## config.mk

```make
export PLATFORM = sky130hd
export DESIGN_NAME = parking_gate_scheduler_flat
export DESIGN_NICKNAME = d
export VERILOG_FILES = /design/src/rtl/parking_gate_if.sv /design/src/rtl/parking_gate_scheduler.sv /design/src/flat_wrapper.sv
export SDC_FILE = /design/constraint.sdc
export NUM_CORES = 1
export LEC_CHECK = 0
export CAP_MARGIN = 20
export CORE_ASPECT_RATIO = 1.4
export CORE_MARGIN = 2
export CORE_UTILIZATION = 50
export DETAILED_ROUTE_END_ITERATION = 10
export GPL_ROUTABILITY_DRIVEN = 0
export GPL_TIMING_DRIVEN = 0
export PLACE_DENSITY = 0.76
export SYNTH_ARGS = -nofsm -noshare
export SYNTH_HDL_FRONTEND = slang
export SYNTH_SLANG_ARGS = --single-unit
```

## constraint.sdc

```tcl
create_clock -name clk -period 2.4 [get_ports clk]
set_input_delay 0.24 -clock clk [delete_from_list [all_inputs] [get_ports clk]]
set_output_delay 0.24 -clock clk [all_outputs]
set_load 0.02 [all_outputs]
```

## src/rtl/parking_gate_if.sv

```systemverilog
// Lane-side bundle for the parking gate scheduler: debounced requests and loop
// sensor in, grant/deny, gate drive, space counts and lamps out.
interface parking_gate_if #(
  parameter int CNT_W = 8
) ();
  logic             req_ent_reg;
  logic             req_ent_hc;
  logic             req_ext_reg;
  logic             req_ext_hc;
  logic             car_passed;
  logic [3:0]       grant;
  logic [3:0]       deny;
  logic             gate_open;
  logic             gate_closing;
  logic [CNT_W-1:0] free_reg;
  logic [CNT_W-1:0] free_hc;
  logic             reg_green;
  logic             reg_red;
  logic             hc_green;
  logic             hc_red;
  logic             timeout;

  modport master (
    output req_ent_reg, req_ent_hc, req_ext_reg, req_ext_hc, car_passed,
    input  grant, deny, gate_open, gate_closing, free_reg, free_hc,
           reg_green, reg_red, hc_green, hc_red, timeout
  );

  modport slave (
    input  req_ent_reg, req_ent_hc, req_ext_reg, req_ext_hc, car_passed,
    output grant, deny, gate_open, gate_closing, free_reg, free_hc,
           reg_green, reg_red, hc_green, hc_red, timeout
  );
endinterface

```

## src/rtl/parking_gate_scheduler.sv

```systemverilog
// Arbitrates four lane requests onto one barrier gate and keeps free-space
// counts for regular and handicap classes; one car transaction at a time.
module parking_gate_scheduler #(
  parameter int REG_SPACES   = 20,
  parameter int HC_SPACES    = 5,
  parameter int CNT_W        = 8,
  parameter int OPEN_CYC     = 4,
  parameter int PASS_TIMEOUT = 1000,
  parameter int CLOSE_CYC    = 4,
  parameter int TMR_W        = 16,
  parameter bit SPILL_EN     = 1'b1
) (
  input  logic           clk,
  input  logic           reset,
  parking_gate_if.slave  bus
);
  localparam logic [CNT_W-1:0] REG_CAP    = CNT_W'(REG_SPACES);
  localparam logic [CNT_W-1:0] HC_CAP     = CNT_W'(HC_SPACES);
  localparam logic [TMR_W-1:0] OPEN_LAST  = TMR_W'(OPEN_CYC - 1);
  localparam logic [TMR_W-1:0] PASS_LAST  = TMR_W'(PASS_TIMEOUT - 1);
  localparam logic [TMR_W-1:0] CLOSE_LAST = TMR_W'(CLOSE_CYC - 1);

  typedef enum logic [1:0] {IDLE, OPENING, WAIT_PASS, CLOSING} state_t;

  state_t           state_reg;
  logic [TMR_W-1:0] timer_reg;
  logic [CNT_W-1:0] free_reg_reg;
  logic [CNT_W-1:0] free_hc_reg;
  logic             rr_hc_reg;      // 1: handicap entry has round-robin priority
  logic             txn_hc_reg;     // class charged for the transaction in flight
  logic             txn_exit_reg;
  logic [3:0]       grant_reg;
  logic [3:0]       deny_reg;
  logic             timeout_reg;
  logic             gate_open_reg;
  logic             gate_closing_reg;

  logic [3:0] pick;
  logic       pick_ok;
  logic       pick_hc;
  logic       pick_exit;

  // Single winner per IDLE cycle; a handicap entry that spills is charged to regular.
  always_comb begin
    pick      = 4'b0000;
    pick_ok   = 1'b0;
    pick_hc   = 1'b0;
    pick_exit = 1'b0;
    if (bus.req_ext_hc) begin
      pick      = 4'b1000;
      pick_exit = 1'b1;
      pick_hc   = 1'b1;
      pick_ok   = (free_hc_reg < HC_CAP);
    end else if (bus.req_ext_reg) begin
      pick      = 4'b0100;
      pick_exit = 1'b1;
      pick_ok   = (free_reg_reg < REG_CAP);
    end else if (bus.req_ent_hc && (rr_hc_reg || !bus.req_ent_reg)) begin
      pick = 4'b0010;
      if (free_hc_reg != '0) begin
        pick_ok = 1'b1;
        pick_hc = 1'b1;
      end else if (SPILL_EN && (free_reg_reg != '0)) begin
        pick_ok = 1'b1;
      end
    end else if (bus.req_ent_reg) begin
      pick    = 4'b0001;
      pick_ok = (free_reg_reg != '0);
    end
  end

  always_ff @(posedge clk) begin
    if (reset) begin
      state_reg        <= IDLE;
      timer_reg        <= '0;
      free_reg_reg     <= REG_CAP;
      free_hc_reg      <= HC_CAP;
      rr_hc_reg        <= 1'b0;
      txn_hc_reg       <= 1'b0;
      txn_exit_reg     <= 1'b0;
      grant_reg        <= 4'b0000;
      deny_reg         <= 4'b0000;
      timeout_reg      <= 1'b0;
      gate_open_reg    <= 1'b0;
      gate_closing_reg <= 1'b0;
    end else begin
      grant_reg   <= 4'b0000;
      deny_reg    <= 4'b0000;
      timeout_reg <= 1'b0;
      case (state_reg)
        IDLE: begin
          if (pick != 4'b0000) begin
            if (pick_ok) begin
              grant_reg     <= pick;
              txn_hc_reg    <= pick_hc;
              txn_exit_reg  <= pick_exit;
              gate_open_reg <= 1'b1;
              timer_reg     <= '0;
              state_reg     <= OPENING;
              if (!pick_exit) rr_hc_reg <= pick[0];
            end else begin
              deny_reg <= pick;
            end
          end
        end
        OPENING: begin
          if (timer_reg == OPEN_LAST) begin
            timer_reg <= '0;
            state_reg <= WAIT_PASS;
          end else begin
            timer_reg <= timer_reg + TMR_W'(1);
          end
        end
        WAIT_PASS: begin
          if (bus.car_passed || (timer_reg == PASS_LAST)) begin
            timer_reg        <= '0;
            gate_open_reg    <= 1'b0;
            gate_closing_reg <= 1'b1;
            state_reg        <= CLOSING;
            if (!bus.car_passed) begin
              timeout_reg <= 1'b1;
            end else if (txn_exit_reg) begin
              if (txn_hc_reg && (free_hc_reg < HC_CAP))
                free_hc_reg <= free_hc_reg + CNT_W'(1);
              else if (!txn_hc_reg && (free_reg_reg < REG_CAP))
                free_reg_reg <= free_reg_reg + CNT_W'(1);
            end else begin
              if (txn_hc_reg && (free_hc_reg != '0))
                free_hc_reg <= free_hc_reg - CNT_W'(1);
              else if (!txn_hc_reg && (free_reg_reg != '0))
                free_reg_reg <= free_reg_reg - CNT_W'(1);
            end
          end else begin
            timer_reg <= timer_reg + TMR_W'(1);
          end
        end
        CLOSING: begin
          if (timer_reg == CLOSE_LAST) begin
            gate_closing_reg <= 1'b0;
            state_reg        <= IDLE;
          end else begin
            timer_reg <= timer_reg + TMR_W'(1);
          end
        end
        default: state_reg <= IDLE;
      endcase
    end
  end

  assign bus.grant        = grant_reg;
  assign bus.deny         = deny_reg;
  assign bus.gate_open    = gate_open_reg;
  assign bus.gate_closing = gate_closing_reg;
  assign bus.timeout      = timeout_reg;
  assign bus.free_reg     = free_reg_reg;
  assign bus.free_hc      = free_hc_reg;
  assign bus.reg_green    = (free_reg_reg != '0);
  assign bus.reg_red      = (free_reg_reg == '0);
  assign bus.hc_green     = (free_hc_reg != '0);
  assign bus.hc_red       = (free_hc_reg == '0);
endmodule

```

## src/flat_wrapper.sv

```systemverilog
// flat-port wrapper written by rule: the top's interface ports become plain ports
module parking_gate_scheduler_flat 
#(
  parameter int REG_SPACES   = 20,
  parameter int HC_SPACES    = 5,
  parameter int CNT_W        = 8,
  parameter int OPEN_CYC     = 4,
  parameter int PASS_TIMEOUT = 1000,
  parameter int CLOSE_CYC    = 4,
  parameter int TMR_W        = 16,
  parameter bit SPILL_EN     = 1'b1
)
  (clk, reset, bus_req_ent_reg, bus_req_ent_hc, bus_req_ext_reg, bus_req_ext_hc, bus_car_passed, bus_grant, bus_deny, bus_gate_open, bus_gate_closing, bus_free_reg, bus_free_hc, bus_reg_green, bus_reg_red, bus_hc_green, bus_hc_red, bus_timeout);
  parking_gate_if #(.CNT_W(CNT_W)) bus_i ();
  input  logic clk;
  input  logic reset;
  input wire logic [$bits(bus_i.req_ent_reg)-1:0] bus_req_ent_reg;
  input wire logic [$bits(bus_i.req_ent_hc)-1:0] bus_req_ent_hc;
  input wire logic [$bits(bus_i.req_ext_reg)-1:0] bus_req_ext_reg;
  input wire logic [$bits(bus_i.req_ext_hc)-1:0] bus_req_ext_hc;
  input wire logic [$bits(bus_i.car_passed)-1:0] bus_car_passed;
  output wire logic [$bits(bus_i.grant)-1:0] bus_grant;
  output wire logic [$bits(bus_i.deny)-1:0] bus_deny;
  output wire logic [$bits(bus_i.gate_open)-1:0] bus_gate_open;
  output wire logic [$bits(bus_i.gate_closing)-1:0] bus_gate_closing;
  output wire logic [$bits(bus_i.free_reg)-1:0] bus_free_reg;
  output wire logic [$bits(bus_i.free_hc)-1:0] bus_free_hc;
  output wire logic [$bits(bus_i.reg_green)-1:0] bus_reg_green;
  output wire logic [$bits(bus_i.reg_red)-1:0] bus_reg_red;
  output wire logic [$bits(bus_i.hc_green)-1:0] bus_hc_green;
  output wire logic [$bits(bus_i.hc_red)-1:0] bus_hc_red;
  output wire logic [$bits(bus_i.timeout)-1:0] bus_timeout;
  assign bus_i.req_ent_reg = bus_req_ent_reg;
  assign bus_i.req_ent_hc = bus_req_ent_hc;
  assign bus_i.req_ext_reg = bus_req_ext_reg;
  assign bus_i.req_ext_hc = bus_req_ext_hc;
  assign bus_i.car_passed = bus_car_passed;
  assign bus_grant = bus_i.grant;
  assign bus_deny = bus_i.deny;
  assign bus_gate_open = bus_i.gate_open;
  assign bus_gate_closing = bus_i.gate_closing;
  assign bus_free_reg = bus_i.free_reg;
  assign bus_free_hc = bus_i.free_hc;
  assign bus_reg_green = bus_i.reg_green;
  assign bus_reg_red = bus_i.reg_red;
  assign bus_hc_green = bus_i.hc_green;
  assign bus_hc_red = bus_i.hc_red;
  assign bus_timeout = bus_i.timeout;
  parking_gate_scheduler #(.REG_SPACES(REG_SPACES), .HC_SPACES(HC_SPACES), .CNT_W(CNT_W), .OPEN_CYC(OPEN_CYC), .PASS_TIMEOUT(PASS_TIMEOUT), .CLOSE_CYC(CLOSE_CYC), .TMR_W(TMR_W), .SPILL_EN(SPILL_EN)) u_core (.clk(clk), .reset(reset), .bus(bus_i));
endmodule
```

==> flow_metrics.env, run 1 <==
export IMPL_worst_slew_pin_slew_ns=0.616
export IMPL_io_buffer_count=36
export IMPL_hold_buffers=0
export IMPL_grt_pass1_wl_um=13000
export IMPL_hold_path_class="in2reg"
export IMPL_start_kind="flop"
export IMPL_nNetsFinal=423
export IMPL_dr_pass1_iters=4
export IMPL_vias=2879
export IMPL_clockRootBuffer="clkbuf_8"
export IMPL_layout_commonest_cell="dfxtp_1"
export IMPL_grtUsageTotal=0.243
export IMPL_crit_required_ns=2.63
export IMPL_n_antenna_cell=0
export IMPL_synth_top_area_cell="dfxtp_1"
export IMPL_wire_per_inst_um=16.8
export IMPL_row_count=33
export IMPL_synth_nets=376
export IMPL_synth_cell_types=64
export IMPL_dpl_cell_count=455
export IMPL_endpoint_kind="flop"
export IMPL_syn2layout_area_growth_pct=23.3
export IMPL_antenna_found_initial=0
export IMPL_synth_seq_area_share=0.321
export IMPL_syn_cell_area_um2=2990
export IMPL_irDropWorstVdd_uv=372
export IMPL_relSlewSlack=0.584
export IMPL_drive_gt1_frac=0.116
export IMPL_largest_register_ffs=16
export IMPL_final_period_utilization=0.968
export IMPL_use_met2=0.462
export IMPL_die_y_um=95.6
export IMPL_final_cell_mix="dfxtp_1, nor2_1, clkdlybuf4s50_1, nand2_1, a21oi_1"
export IMPL_status="completed"
export IMPL_power_uw=2690
export IMPL_core_area_um2=5820
export IMPL_clock_latency_ns=0.30
export IMPL_drc=0
export IMPL_final_cells=466
export IMPL_path_class="reg2reg"
export IMPL_timing_fmax_ghz=0.431
export IMPL_grt_overflow=0
export IMPL_dp_hpwl_um=5610
export IMPL_grt_use_met1=0.259
export IMPL_tritoncts="built"
export IMPL_clockBufferDepth=2
export IMPL_numCtsBuffers=5
export IMPL_grt_pass1_vias=2824
export IMPL_synth_area_per_cell_um2=8.58
export IMPL_setup_violations_final=0
export IMPL_dieArea_um2=6630
export IMPL_grt_max_degree=15
export IMPL_leakagePower_uw=0.00134
export IMPL_maxCapViolations=0
export IMPL_maxSlewViolCount=0
export IMPL_synth_main_ff_cell="dfxtp_1"
export IMPL_use_met3=0.0370
export IMPL_cts_num_sinks=48
export IMPL_ys_top_cells_by_area="dfxtp_1, ha_1, nor2_1, a21oi_1, mux2i_1"
export IMPL_postRouteAntennaNets=0
export IMPL_htreeDepth=2
export IMPL_synthArstFlopShare=0
export IMPL_yosysTopAreaCellShare=0.321
export IMPL_via_per_inst=6.18
export IMPL_synth_edff_count=0
export IMPL_dr_first_iter_drc_count=128
export IMPL_power_density_nw_per_um2=727
export IMPL_grt_busiest_layer="met2"
export IMPL_path_max_fanout=14
export IMPL_die_w_um=69.4
export IMPL_skew_ns=0.00514
export IMPL_finish_utilization=0.634
export IMPL_num_io_pins=38
export IMPL_yosys_warnings=0
export IMPL_hold_violations=0
export IMPL_clkTransAtPathRegs_ns=0.09
export IMPL_critPathArrivalTime_ns=2.55
export IMPL_initial_core_util=0.514
export IMPL_ys_ff_latch=48
export IMPL_period_minus_slack_ns=2.32
export IMPL_syn_inst=349
export IMPL_drt_wl_total_um=7830
-- where the power goes --
part	leakage (uW)	switching [uW]	total [uW]	internal, uW
clock network	0.0000503	279	536	257
registers	0.000389	59.0	914	855
logic	0.000905	693	1240	542
-- stage by stage --
| step | area (um2) | worst slack [ns] | hold slack, ns | TNS, ns |
|---|---|---|---|---|
| global route | 3690 | -0.00356 | 0.398 | -0.00356 |
| CTS | 3590 | 0.000693 | 0.310 | 0 |
| finish | 3690 | 0.0774 | 0.330 | 0 |
| floorplan | 2990 | 0.108 | 0.317 | 0 |
| global placement | 3440 | -0.243 | 0.450 | -2.47 |
| detailed placement | 3440 | -0.289 | 0.471 | -2.37 |
-- final cells by class --
class                           count  area [um2]
Multi-Input combinational cell    272        2010
Timing Repair Buffer               42         405
Inverter                           15        60.1
Fill cell                         490        2130
Sequential cell                    48         966
Clock buffer                        7        96.3
Tap cell                           70        87.6
Buffer                             12        63.8
-- synth_stat cells, types with 9 or more instances --
cell type	number
a21oi_1	22
dfxtp_1	48
ha_1	18
inv_1	14
mux2i_1	9
nand2_1	24
nand3_1	15
nor2_1	38
nor3_1	12
nor4_1	9
o211ai_1	12
xnor2_1	10
-- cell families (layout without fill, tap and decap cells) --
logic type      after synthesis  after routing  synth area share
compound gates               89             89             0.227
xor+xnor                     12             12            0.0351
fa+ha+maj                    20             20            0.0886
buf+inv                      29             76            0.0426
flops                        48             48             0.321
mux                           9              9            0.0301
simple gates                142            142             0.255
-- critical path, cell delays in order (launching register included) --
cell        delay (ns)
dfxtp_4           0.41
clkinvlp_4        0.08
buf_4             0.20
ha_1              0.29
a21oi_1           0.20
o211ai_1          0.18
o41ai_2           0.29
xnor2_1           0.12
or3_1             0.31
a21oi_1           0.16
-- repair_timing --
item | 4_1_cts | 5_1_grt
pin swaps | 2 | 4
endpoints found under the hold margin | 0 | 0
buffers inserted | 5 | 1
endpoints found under the setup margin | 15 | 27
gates resized for setup | 4 | 19
-- layer usage --
layer,vias up,wire length (um)
met1,1379,3170
li1,1413,-
met4,0,201
met3,17,272
met5,-,0
met2,70,4190
-- path summary, 6_finish.rpt --
| path | start | endpoint | slack, ns | cells after the start |
|---|---|---|---|---|
| max | u_core.txn_exit_reg$_SDFFE_PP0P_ | u_core.bus.free_hc[7]$_SDFFE_PP0P_ | 0.08 | 9 |
| min reg2reg | u_core.bus.gate_open$_SDFFE_PP0P_ | u_core.bus.gate_open$_SDFFE_PP0P_ | 0.48 | 2 |
| min | bus_req_ext_reg | u_core.bus.deny[2]$_SDFF_PP0_ | 0.33 | 3 |
| max reg2reg | u_core.txn_exit_reg$_SDFFE_PP0P_ | u_core.bus.free_hc[7]$_SDFFE_PP0P_ | 0.08 | 9 |
Note: power is estimated with default switching activity, not from simulation.
==> run 2, diff against run 1 <==
CTS_CLUSTER_DIAMETER = 150   (was unset)
PLACE_DENSITY = 0.73   (was 0.76)
clock period = 2.2 ns   (was 2.4 ns; I/O delays follow)
==> run 2 against run 1 <==
  * Global-route usage is 0.25 points higher
  * Critical endpoint is now u_core.timer_reg[2]$_SDFFE_PP0P_
  * Clock skew is 0.0027 ns higher
  * Sequential power is 9% higher
  * The run now ends with setup timing left
  * Largest power group unchanged
  * Largest cell class unchanged
==> flow_metrics.env, run 2 (synthesis gave the netlist of run 1 again) <==
export IMPL_status="complete, but fails checks"
export IMPL_violations="setup timing"
export IMPL_initial_core_util=0.514
export IMPL_drt_wl_total_um=8560
export IMPL_clockPowerShare=0.181
export IMPL_path_max_fanout=5
export IMPL_crit_required_ns=2.41
export IMPL_leakagePower_uw=0.00147
export IMPL_dp_hpwl_um=5730
export IMPL_final_cell_mix="nor2_1, dfxtp_1, clkdlybuf4s50_1, nand2_1"
export IMPL_numCtsBuffers=5
export IMPL_postRouteAntennaNets=0
export IMPL_critPathMaxStageDelay_ns=0.42
export IMPL_htreeDepth=2
export IMPL_row_count=33
export IMPL_grt_pass1_wl_um=13200
export IMPL_postPlaceCellArea_um2=3450
export IMPL_p_sw_frac=0.391
export IMPL_dieArea_um2=6630
export IMPL_grtUsageTotal=0.246
export IMPL_grt_max_degree=16
export IMPL_p_sw_uw=1220
export IMPL_crit_chain="nor4_4 > nand4_1 > a221oi_4 > or2_4 > clkbuf_16 > o211ai_1 > a32o_1"
export IMPL_start_kind="flop"
export IMPL_layout_commonest_cell="nor2_1"
export IMPL_nNetsFinal=435
export IMPL_cts_num_sinks=48
export IMPL_hold_path_class="in2reg"
export IMPL_p_comb_frac=0.498
export IMPL_io_buffer_count=36
export IMPL_p_int_uw=1900
export IMPL_power_frac_seq=0.321
export IMPL_die_w_um=69.4
export IMPL_clkTransAtPathRegs_ns=0.09
export IMPL_drc=0
export IMPL_maxSlewViolCount=0
export IMPL_finish_utilization=0.682
export IMPL_final_period_utilization=1.00
export IMPL_grt_pass1_vias=2901
export IMPL_clockRootBuffer="clkbuf_8"
export IMPL_hold_violations=0
export IMPL_grt_setup_unrepaired="true"
export IMPL_setup_violations_final=1
export IMPL_syn2layout_area_growth_pct=32.6
export IMPL_tritoncts="built"
export IMPL_largest_register_ffs=16
export IMPL_vias=3021
export IMPL_path_class="reg2reg"
export IMPL_clock_latency_ns=0.31
export IMPL_drive_gt1_frac=0.210
export IMPL_wire_per_inst_um=17.9
export IMPL_timing_fmax_ghz=0.454
export IMPL_clockBufferDepth=2
export IMPL_die_y_um=95.6
export IMPL_n_antenna_cell=0
export IMPL_power_density_nw_per_um2=785
export IMPL_core_area_um2=5820
export IMPL_worst_slew_pin_slew_ns=0.697
export IMPL_irDropWorstVdd_uv=416
export IMPL_finalInstanceArea_um2=3970
export IMPL_skew_ns=0.00788
export IMPL_period_minus_slack_ns=2.20
export IMPL_dpl_cell_count=455
export IMPL_grt_overflow=0
export IMPL_relSlewSlack=0.531
export IMPL_crit_slowest_cell="a221oi_4"
export IMPL_setup_ws_ns=-0.00348
export IMPL_num_io_pins=38
export IMPL_antenna_found_initial=0
export IMPL_via_per_inst=6.31
export IMPL_critPathArrivalTime_ns=2.42
export IMPL_dr_pass1_iters=5
export IMPL_final_cells=479
export IMPL_maxCapViolations=0
export IMPL_dr_first_iter_drc_count=175
export IMPL_endpoint_kind="flop"
## run 2: worst paths after layout
| check | startpoint | end | slack [ns] | cells past startpoint |
|---|---|---|---|---|
| max | u_core.timer_reg[15]$_SDFFE_PP0P_ | u_core.timer_reg[2]$_SDFFE_PP0P_ | -0.003 | 7 |
| max reg2reg | u_core.timer_reg[15]$_SDFFE_PP0P_ | u_core.timer_reg[2]$_SDFFE_PP0P_ | -0.003 | 7 |
| min | bus_req_ext_reg | u_core.bus.deny[2]$_SDFF_PP0_ | 0.41 | 3 |
| min reg2reg | u_core.timer_reg[15]$_SDFFE_PP0P_ | u_core.timer_reg[15]$_SDFFE_PP0P_ | 0.48 | 1 |
## run 2: timing repair
action / CTS / global route
pin swaps: 6 / 37
buffers inserted: 7 / 9
hold buffers: 0 / 0
gates resized for setup: 19 / 47
endpoints found under the setup margin: 29 / 32
endpoints found under the hold margin: 0 / 0
cloned: 2 / 1
## run 2: worst max-delay path, delay by kind of cell (launching register included)
kind / cells / cell delay [ns]
flip-flops: 1 / 0.37
AND/OR/NAND/NOR: 3 / 0.85
buffers and inverters: 1 / 0.15
AO/OA/AOI/OAI: 3 / 0.73
## run 2: power by group through the flow
stage	registers [uW]	clock network, uW	logic (uW)
after global routing	1010	598	1670
after detailed placement	1010	0	1230
after global placement	1010	0	1200
final	1000	563	1550
after floorplan	1040	0	881
after CTS	998	564	1370
## run 2: cell type report
| class | instances | area [um2] |
|---|---|---|
| Inverter | 15 | 63.8 |
| Clock inverter | 2 | 10.0 |
| Timing Repair Buffer | 54 | 520 |
| Tap cell | 70 | 87.6 |
| Sequential cell | 48 | 988 |
| Clock buffer | 6 | 82.6 |
| Multi-Input combinational cell | 273 | 2150 |
| Fill cell | 467 | 1850 |
| Buffer | 11 | 66.3 |
## run 2: layer usage
metal / up-vias / GRT usage / part of all wire / wire length, um
li1: 1438 / - / - / -
met1: 1458 / 0.259 / 0.38 / 3250
met2: 94 / 0.475 / 0.55 / 4670
met3: 31 / 0.0381 / 0.044 / 373
met4: 0 / 0.118 / 0.032 / 270
met5: - / 0 / 0 / 0
## run 2: metrics by stage
stage | total power, uW | worst slack, ns | hold slack (ns) | setup TNS, ns
2_1_floorplan | 1920 | -0.0275 | 0.297 | -0.0275
3_3_place_gp | 2210 | -0.365 | 0.458 | -5.85
3_5_place_dp | 2240 | -0.408 | 0.459 | -6.62
4_1_cts | 2930 | -0.00763 | 0.343 | -0.00763
5_1_grt | 3280 | -0.0585 | 0.443 | -0.583
6_report | 3120 | -0.00348 | 0.406 | -0.00348
